[config.mk]
export PLATFORM = sky130hd
export DESIGN_NAME = uart_rx_oversample
export DESIGN_NICKNAME = d
export VERILOG_FILES = /design/src/rtl/uart_rx_oversample.sv
export SDC_FILE = /design/constraint.sdc
export NUM_CORES = 1
export LEC_CHECK = 0
export BUFFER_PORTS_ARGS = -buffer_cell sky130_fd_sc_hd__buf_2
export CAP_MARGIN = 20
export CORE_ASPECT_RATIO = 1.25
export CORE_UTILIZATION = 55
export CTS_BUF_LIST = sky130_fd_sc_hd__clkbuf_4 sky130_fd_sc_hd__clkbuf_8
export DETAILED_ROUTE_END_ITERATION = 10
export GPL_TIMING_DRIVEN = 0
export PLACE_DENSITY = 0.74
export SYNTH_ARGS = -nofsm -noshare
export SYNTH_HDL_FRONTEND = slang
export SYNTH_SLANG_ARGS = --single-unit
export TNS_END_PERCENT = 30
[constraint.sdc]
create_clock -name clk -period 2.35 [get_ports clk]
set_input_delay 0.47 -clock clk [delete_from_list [all_inputs] [get_ports clk]]
set_output_delay 0.47 -clock clk [all_outputs]
set_load 0.01 [all_outputs]
[src/rtl/uart_rx_oversample.sv]
// Oversampling 8N1 UART receiver: 2-flop synchronizer, free-running sample tick,
// 3-sample majority vote at mid-bit, false-start rejection and stop-bit checking.
module uart_rx_oversample #(
   parameter int unsigned CLK_FREQ   = 100_000_000,
   parameter int unsigned BAUD       = 115_200,
   parameter int unsigned OVERSAMPLE = 16
) (
   input  logic       clk,
   input  logic       rst_n,
   input  logic       rx,
   output logic [7:0] rx_data,
   output logic       rx_ready,
   output logic       frame_err,
   output logic       busy
);

   localparam int unsigned DIV    = CLK_FREQ / (BAUD * OVERSAMPLE);
   localparam int unsigned DIV_W  = (DIV > 1) ? $clog2(DIV) : 1;
   localparam int unsigned PH_W   = $clog2(OVERSAMPLE);
   localparam int unsigned M      = OVERSAMPLE / 2;

   localparam logic [DIV_W-1:0] DIV_LAST = DIV_W'(DIV - 1);
   localparam logic [PH_W-1:0]  PH_LAST  = PH_W'(OVERSAMPLE - 1);
   localparam logic [PH_W-1:0]  PH_S0    = PH_W'(M - 1);
   localparam logic [PH_W-1:0]  PH_S1    = PH_W'(M);
   localparam logic [PH_W-1:0]  PH_VOTE  = PH_W'(M + 1);

   typedef enum logic [2:0] {
      S_IDLE,
      S_START,
      S_DATA,
      S_STOP,
      S_BREAK
   } state_t;

   logic             rx_meta;
   logic             rx_s;
   logic [DIV_W-1:0] div_cnt;
   logic             tick_c;
   logic             vote_c;

   state_t           state_q,  state_d;
   logic [PH_W-1:0]  phase_q,  phase_d;
   logic [2:0]       bitcnt_q, bitcnt_d;
   logic [7:0]       shift_q,  shift_d;
   logic [1:0]       samp_q,   samp_d;
   logic [7:0]       data_d;
   logic             ready_d;
   logic             ferr_d;
   logic             busy_d;

   // Two-flop synchronizer; idle-high line so both flops reset to 1.
   always_ff @(posedge clk or negedge rst_n) begin
      if (!rst_n) begin
         rx_meta <= 1'b1;
         rx_s    <= 1'b1;
      end else begin
         rx_meta <= rx;
         rx_s    <= rx_meta;
      end
   end

   // Free-running sample tick; never resynchronized to the line.
   always_ff @(posedge clk or negedge rst_n) begin
      if (!rst_n) begin
         div_cnt <= '0;
      end else if (div_cnt == DIV_LAST) begin
         div_cnt <= '0;
      end else begin
         div_cnt <= div_cnt + DIV_W'(1);
      end
   end

   assign tick_c = (div_cnt == DIV_LAST);

   // Third sample is the live synchronized line at the vote tick.
   assign vote_c = (samp_q[0] & samp_q[1]) | (samp_q[0] & rx_s) | (samp_q[1] & rx_s);

   always_ff @(posedge clk or negedge rst_n) begin
      if (!rst_n) begin
         state_q   <= S_IDLE;
         phase_q   <= '0;
         bitcnt_q  <= '0;
         shift_q   <= '0;
         samp_q    <= '0;
         rx_data   <= '0;
         rx_ready  <= 1'b0;
         frame_err <= 1'b0;
         busy      <= 1'b0;
      end else begin
         state_q   <= state_d;
         phase_q   <= phase_d;
         bitcnt_q  <= bitcnt_d;
         shift_q   <= shift_d;
         samp_q    <= samp_d;
         rx_data   <= data_d;
         rx_ready  <= ready_d;
         frame_err <= ferr_d;
         busy      <= busy_d;
      end
   end

   always_comb begin
      state_d  = state_q;
      phase_d  = phase_q;
      bitcnt_d = bitcnt_q;
      shift_d  = shift_q;
      samp_d   = samp_q;
      data_d   = rx_data;
      ready_d  = 1'b0;
      ferr_d   = 1'b0;

      if (tick_c) begin
         if (phase_q == PH_S0) samp_d[0] = rx_s;
         if (phase_q == PH_S1) samp_d[1] = rx_s;

         case (state_q)
            S_IDLE: begin
               if (!rx_s) begin
                  state_d = S_START;
                  phase_d = '0;
               end
            end
            S_START: begin
               phase_d = phase_q + PH_W'(1);
               if (phase_q == PH_VOTE && vote_c) begin
                  state_d = S_IDLE;
                  phase_d = '0;
               end else if (phase_q == PH_LAST) begin
                  state_d  = S_DATA;
                  phase_d  = '0;
                  bitcnt_d = '0;
               end
            end
            S_DATA: begin
               phase_d = phase_q + PH_W'(1);
               if (phase_q == PH_VOTE) shift_d = {vote_c, shift_q[7:1]};
               if (phase_q == PH_LAST) begin
                  phase_d = '0;
                  if (bitcnt_q == 3'd7) state_d = S_STOP;
                  else                  bitcnt_d = bitcnt_q + 3'd1;
               end
            end
            S_STOP: begin
               phase_d = phase_q + PH_W'(1);
               if (phase_q == PH_VOTE) begin
                  phase_d = '0;
                  if (vote_c) begin
                     data_d  = shift_q;
                     ready_d = 1'b1;
                     state_d = S_IDLE;
                  end else begin
                     ferr_d  = 1'b1;
                     state_d = S_BREAK;
                  end
               end
            end
            S_BREAK: begin
               if (rx_s) state_d = S_IDLE;
            end
            default: begin
               state_d = S_IDLE;
               phase_d = '0;
            end
         endcase
      end

      busy_d = (state_d != S_IDLE);
   end

endmodule
==> impl_metrics.yaml, run 1 <==
clocking:
  cts_buffers: 5
  clock-root-buffer: "clkbuf_8"
  clk_latency_ns: 0.30
  post-cts-setup-buffers: 0
  cts_tree: "yes"
  cts_max_path_buffers: 2
  clkTransAtPathRegs_ns: 0.08
  cts.sinks: 39
  cts_hold_buf: 0
  cts_resized: 0
  cts_max_level: 2
finish:
  fill_cells: 254
  nets: 186
  area_growth_pct: 10.8
  antenna-diode-count: 0
  drive_above_1_share_pct: 31.1
timing:
  slew_headroom_pct: 44.7
  slew_violations: 0
  hold_viol_final: 0
  worst-slew-pin-transition_ns: 0.830
  period_share_pct: 85.6
  min_period_ns: 2.01
  fin_ws_ns: 0.338
  rsz0062_at_grt: "no"
  setup_viol: 0
  timing.fmax_mhz: 497
  finalClockSkew_ns: 0.00610
  fin_tns_setup_ns: 0
job:
  max_cap_violations: 0
floorplanning:
  dieArea_um2: 3620
  die_w_um: 54.0
  initial_utilization_pct: 57.7
  rows: 23
  num_io_pins: 14
  coreArea_um2: 3220
  fp.dieH_um: 67.0
critical_path:
  crit_family: "simple AND/OR/NAND/NOR gates"
  worst_setup_path_end_kind: "register"
  rrSetupSlack_ns: 0.34
  start_kind: "register"
  crit_buf_inv: 1
  cpPeakStageDelay_ns: 0.53
  worstPathArrival_ns: 2.19
  slowest_stage: "nor3b_1"
  crit_chain: "buf_6 > nor3b_1 > nand3_1 > mux2_2"
  crit_fanout: 10
  cp.required_ns: 2.53
  worstSetupPathType: "register to register"
routing:
  wl_um: 3240
  vias: 1250
  wire_per_inst_um: 15.1
  first_pass_iters: 4
  initialDrtViolationCount: 35
  drt-vias-per-instance: 5.84
  ant_nets: 0
  route.detailed.drc: 0
placed_design:
  pre_cts_slack_ns: 0.360
  portBuffers: 13
  hpwl_um: 2270
  gp_congestion: 0.858
logic_synthesis:
  yosys.area.top_type: "dfrtp_1"
  synth_common_cells: "dfrtp_1 (37), mux2_2 (18), nand2_1 (13)"
  ys_seq_area_share_pct: 52.6
  syn_avg_cell_area_um2: 11.9
  async_flop_share_pct: 100
  synthMostInstantiatedCell: "dfrtp_1"
  synth_area_leaders: "dfrtp_1 (50%), mux2_2 (11%), ha_1 (4.7%), dfstp_2 (2.8%), nand2_1 (2.6%)"
  netlist.area_leader.share_pct: 49.8
  synth_cell_type_count: 46
  netlist_instances: 156
  synth_nets: 166
  synth_edf_count: 0
  yosys_warnings: 0
  synth-main-ff-cell: "dfrtp_1"
  ys_ff_latch: 39
  synth_area_um2: 1860
status:
  status: "completed"
global_routing:
  antenna_found_initial: 0
  grt_pass1_wl_um: 5580
  grt_use_total_pct: 22.3
  grt_pass1_vias: 1215
  grt.overflow.total: 0
  grt_max_degree: 40
worst_hold_path:
  hold_path_class: "input pin to asynchronous set/reset pin"
pwr:
  pwr_density_cell_nw_per_um2: 552
  irDropWorstVdd_v: 0.000593
  leakagePower_uw: 0.00104
-- logic make-up after synthesis --
family / Yosys count / share of synthesized area [%]
AO/OA/AOI/OAI: 20 / 8.27
buffers and inverters: 12 / 3.83
adder cells (fa/ha/maj): 8 / 5.31
flip-flops: 39 / 52.6
AND/OR/NAND/NOR: 55 / 17.1
multiplexers: 19 / 11.4
XOR/XNOR: 3 / 1.41
-- state kept, by name, indices dropped and copies added (netlist names) --
signal	cells
state_q	3
samp_q	2
rx_ready	1
phase_q	4
bitcnt_q	3
busy	1
rx_s	1
rx_meta	1
shift_q	8
div_cnt	6
rx_data	8
frame_err	1
-- layout make-up --
cell class / instances / area (um2) / area share, %
plain buffers: 5 / 45.0 / 2.19
flip-flops and latches: 39 / 978 / 47.5
clock inverters: 3 / 20.0 / 0.971
inverters: 7 / 26.3 / 1.28
well taps: 37 / 46.3 / 2.25
multi-input cells: 105 / 811 / 39.3
repair buffers: 13 / 65.1 / 3.16
clock buffers: 5 / 68.8 / 3.34
-- per-stage QoR --
step           cell area [um2]  util [%]  cells  hold WS, ns  power [uW]
4_1_cts                   2060      63.9    214        0.261        1150
3_5_place_dp              1970      61.2    206        0.348         704
2_1_floorplan             1860         -    156        0.174         689
6_report                  2060      63.9    214        0.265        1140
5_1_grt                   2060      63.9    214        0.260        1180
3_3_place_gp              1970      61.2    206        0.347         703
-- layer usage --
layer,up-vias,wire (um),global-route usage [%]
met5,-,0,0
met4,0,65,10.9
met3,5,145,6.85
met2,35,1640,34.4
met1,617,1380,27.9
li1,593,-,-
-- power by group --
part           total (uW)  switching [uW]  internal [uW]
Combinational        14.5            12.9           1.64
Clock                 448             242            206
Sequential            675            1.67            674
-- cell usage in the layout, fill, tap and decap left out, types with 3 or more instances in the layout --
cell type,Yosys,layout
mux2_2,18,18
nand4b_1,3,3
ha_1,7,7
clkbuf_8,0,5
nand3_1,5,5
nor3b_1,3,3
inv_1,7,7
nor2_1,9,9
nand2_1,13,13
buf_6,3,3
o21ai_0,4,4
buf_2,0,13
nand2b_1,3,3
dfrtp_1,37,37
and3_1,3,3
o21ai_2,3,3
-- worst paths after layout --
check / endpoint / depth (start not counted) / startpoint
setup / recovery: shift_q[6]$_DFFE_PN0P_ / 4 / state_q[2]$_DFF_PN0_
hold / removal: state_q[2]$_DFF_PN0_ / 1 / rst_n
setup reg to reg: shift_q[6]$_DFFE_PN0P_ / 4 / state_q[2]$_DFF_PN0_
hold reg to reg: rx_s$_DFF_PN1_ / 0 / rx_meta$_DFF_PN1_
max in group asynchronous: div_cnt[4]$_DFF_PN0_ / 1 / rst_n
min in group clk: rx_meta$_DFF_PN1_ / 1 / rx
Note: power is estimated with default switching activity, not from simulation.
==> run 2: changes to the inputs <==
--- a/config.mk
+++ b/config.mk
@@ -5,9 +5,11 @@
 export SDC_FILE = /design/constraint.sdc
 export NUM_CORES = 1
 export LEC_CHECK = 0
+export ABC_AREA = 1
 export BUFFER_PORTS_ARGS = -buffer_cell sky130_fd_sc_hd__buf_2
 export CAP_MARGIN = 20
 export CORE_ASPECT_RATIO = 1.25
+export CORE_MARGIN = 2
 export CORE_UTILIZATION = 55
 export CTS_BUF_LIST = sky130_fd_sc_hd__clkbuf_4 sky130_fd_sc_hd__clkbuf_8
 export DETAILED_ROUTE_END_ITERATION = 10
==> run 2 against run 1 <==
Clock-buffer cell count up 1. Wire length grew 2.2%. Flip-flop and latch count unchanged. Die area up 12%. Fmax up 28%. Critical path type unchanged. Largest power group unchanged.
==> impl_metrics.yaml, run 2 <==
critical_path:
  crit_family: "simple AND/OR/NAND/NOR gates"
  slowest_stage: "dfrtp_1"
  start_kind: "register"
  cp-endpoint: "bitcnt_q[0]$_DFFE_PN0P_"
  cpMostUsedCell: "nand2_1"
  rrSetupSlack_ns: 0.78
  worstSetupStartpoint: "phase_q[0]$_DFFE_PN0P_"
  path_depth: 8
  crit_buf_inv: 1
  worstSetupPathType: "register to register"
  worst-r2r-cell-count: 8
  cp.required_ns: 2.53
  crit_chain: "ha_1 > nand2_1 > nor2_2 > inv_1 > nor2_1 > nand2_2 > nand2_1 > o21ai_1"
  worst_setup_path_end_kind: "register"
  cpPeakStageDelay_ns: 0.44
  r2r-start: "phase_q[0]$_DFFE_PN0P_"
  crit_fanout: 6
  r2r-end: "bitcnt_q[0]$_DFFE_PN0P_"
  worstPathArrival_ns: 1.75
pwr:
  seqPwrFrac_pct: 58.9
  irDropWorstVdd_v: 0.000483
  pwr-share-clk_pct: 39.6
  combPwrFrac_pct: 1.5
  swShare_pct: 21.9
  pwr_density_cell_nw_per_um2: 532
  internal_power_uw: 895
  switchingPower_uw: 251
  leakagePower_uw: 0.00101
logic_synthesis:
  synth_compound_area_share_pct: 11.0
  synth_top_family_by_area: "simple AND/OR/NAND/NOR gates"
  synth-simple-area-share_pct: 25.4
  synth-main-ff-cell: "dfrtp_1"
  async_flop_share_pct: 100
  synth_edf_count: 0
  ys_seq_area_share_pct: 50.2
  syn_avg_cell_area_um2: 9.42
  synth_area_um2: 1950
  synth_common_cells: "nand2_1 (45), dfrtp_1 (37), inv_1 (21)"
  yosys_warnings: 0
  synth_cell_type_count: 30
  synthMostInstantiatedCell: "nand2_1"
  netlist.area_leader.share_pct: 47.5
  yosys.area.top_type: "dfrtp_1"
  yosys.area_share.xor_xnor_pct: 0.898
  synth_area_leaders: "dfrtp_1 (47%), nand2_1 (8.7%), ha_1 (4.5%), inv_1 (4.0%), o21ai_1 (3.3%)"
  synth_nets: 217
  netlist_instances: 207
  ys_ff_latch: 39
  synth_mux_area_share_pct: 0
  synth-adder-area-share_pct: 4.49
timing:
  hold_viol_final: 0
  slew_violations: 0
  rsz0062_at_grt: "no"
  period_share_pct: 66.6
  setup_viol: 0
  fin_tns_setup_ns: 0
  timing.fmax_mhz: 639
  min_period_ns: 1.57
  worst-slew-pin-transition_ns: 0.834
  finalClockSkew_ns: 0.00501
  slew_headroom_pct: 44.4
finish:
  reg_top3: "rx_data x8, shift_q x8, div_cnt x6"
  multi_input_area_um2: 815
  antenna-diode-count: 0
  layout.cells.most_common: "nand2_1"
  drive_above_1_share_pct: 26.3
  nets: 237
  layout_common_cells: "nand2_1 (45), dfrtp_1 (37), inv_1 (21)"
  ff_latch_area_um2: 978
  fill_cells: 306
  fin_cells: 267
  area_growth_pct: 10.4
status:
  status: "completed"
clocking:
  post-cts-setup-buffers: 0
  clk_latency_ns: 0.29
  cts_tree: "yes"
  cts_max_path_buffers: 2
  clock-root-buffer: "clkbuf_8"
  clkTransAtPathRegs_ns: 0.08
  cts_resized: 0
  cts_hold_buf: 0
  cts_max_level: 2
  cts_buffers: 5
  cts.sinks: 39
routing:
  drt-vias-per-instance: 5.14
  initialDrtViolationCount: 31
  first_pass_iters: 4
  ant_nets: 0
  wire_per_inst_um: 12.4
  vias: 1372
  wl_um: 3310
  route.detailed.drc: 0
global_routing:
  antenna_found_initial: 0
  grt_pass1_vias: 1393
  grt.overflow.total: 0
  grt_use_total_pct: 19.0
  grt_pass1_wl_um: 5940
  grt_max_degree: 40
placed_design:
  gp_congestion: 0.791
  portBuffers: 13
  hpwl_um: 2410
  dp_cells: 259
floorplanning:
  fp.dieH_um: 70.6
  rows: 24
  initial_utilization_pct: 56.5
  num_io_pins: 14
  coreArea_um2: 3450
  die_w_um: 57.3
  dieArea_um2: 4040
worst_hold_path:
  hold_path_class: "input pin to asynchronous set/reset pin"
job:
  max_cap_violations: 0
## run 2: cell count changes in the layout (fill, tap and decap cells not counted), moves of 6 or more
cell,previous run,this run
nor2_1,9,15
nand2_1,13,45
inv_1,7,21
mux2_2,18,0
nand2_2,0,6
o21ai_1,0,13
## run 2: routing by layer
layer	GRT usage, %	share of wire (%)
met5	0	0
met4	8.01	1.7
met3	5.12	3.4
met2	30.7	50
met1	24.2	45
## run 2: worst reg2reg max path, stage by stage, from the launching register on
cell	delay (ns)
dfrtp_1	0.44
ha_1	0.28
nand2_1	0.11
nor2_2	0.13
inv_1	0.08
nor2_1	0.16
nand2_2	0.11
nand2_1	0.08
o21ai_1	0.06
## run 2: cells by family (layout without fill, tap and decap cells)
group | count (synthesis) | in the layout
simple gates | 93 | 93
flops | 39 | 39
compound gates | 35 | 35
buf+inv | 31 | 52
fa+ha+maj | 7 | 7
xor+xnor | 2 | 2
## run 2: layout make-up
type	count	area share (%)
multi-input cells	137	37.8
clock buffers	6	3.54
flip-flops and latches	39	45.4
inverters	28	5.35
repair buffers	13	3.02
well taps	39	2.27
clock inverters	2	0.581
plain buffers	3	1.98
## run 2: worst min-delay path by stage
stage,startpoint,end
final,rst_n,busy$_DFF_PN0_
after global routing,rx,rx_meta$_DFF_PN1_
after CTS,rx,rx_meta$_DFF_PN1_
after detailed placement,rx_meta$_DFF_PN1_,rx_s$_DFF_PN1_
after global placement,rx_meta$_DFF_PN1_,rx_s$_DFF_PN1_
after floorplan,rst_n,bitcnt_q[0]$_DFFE_PN0P_
## run 2: power groups by stage
stage | registers, uW | clock network (uW) | logic (uW)
floorplan | 688 | 0 | 2.89
global placement | 688 | 0 | 18.2
detailed placement | 688 | 0 | 18.2
CTS | 675 | 470 | 18.3
global route | 676 | 487 | 20.6
finish | 675 | 454 | 16.7
## run 2: through the flow
| stage | cell area (um2) | power, uW | worst slack [ns] | util [%] | hold slack, ns |
|---|---|---|---|---|---|
| after floorplan | 1950 | 691 | 0.957 | - | 0.174 |
| after global placement | 2060 | 707 | 0.830 | 59.8 | 0.346 |
| after detailed placement | 2060 | 707 | 0.803 | 59.8 | 0.349 |
| after CTS | 2150 | 1160 | 0.779 | 62.4 | 0.261 |
| after global routing | 2150 | 1180 | 0.638 | 62.4 | 0.259 |
| final | 2150 | 1150 | 0.784 | 62.4 | 0.266 |
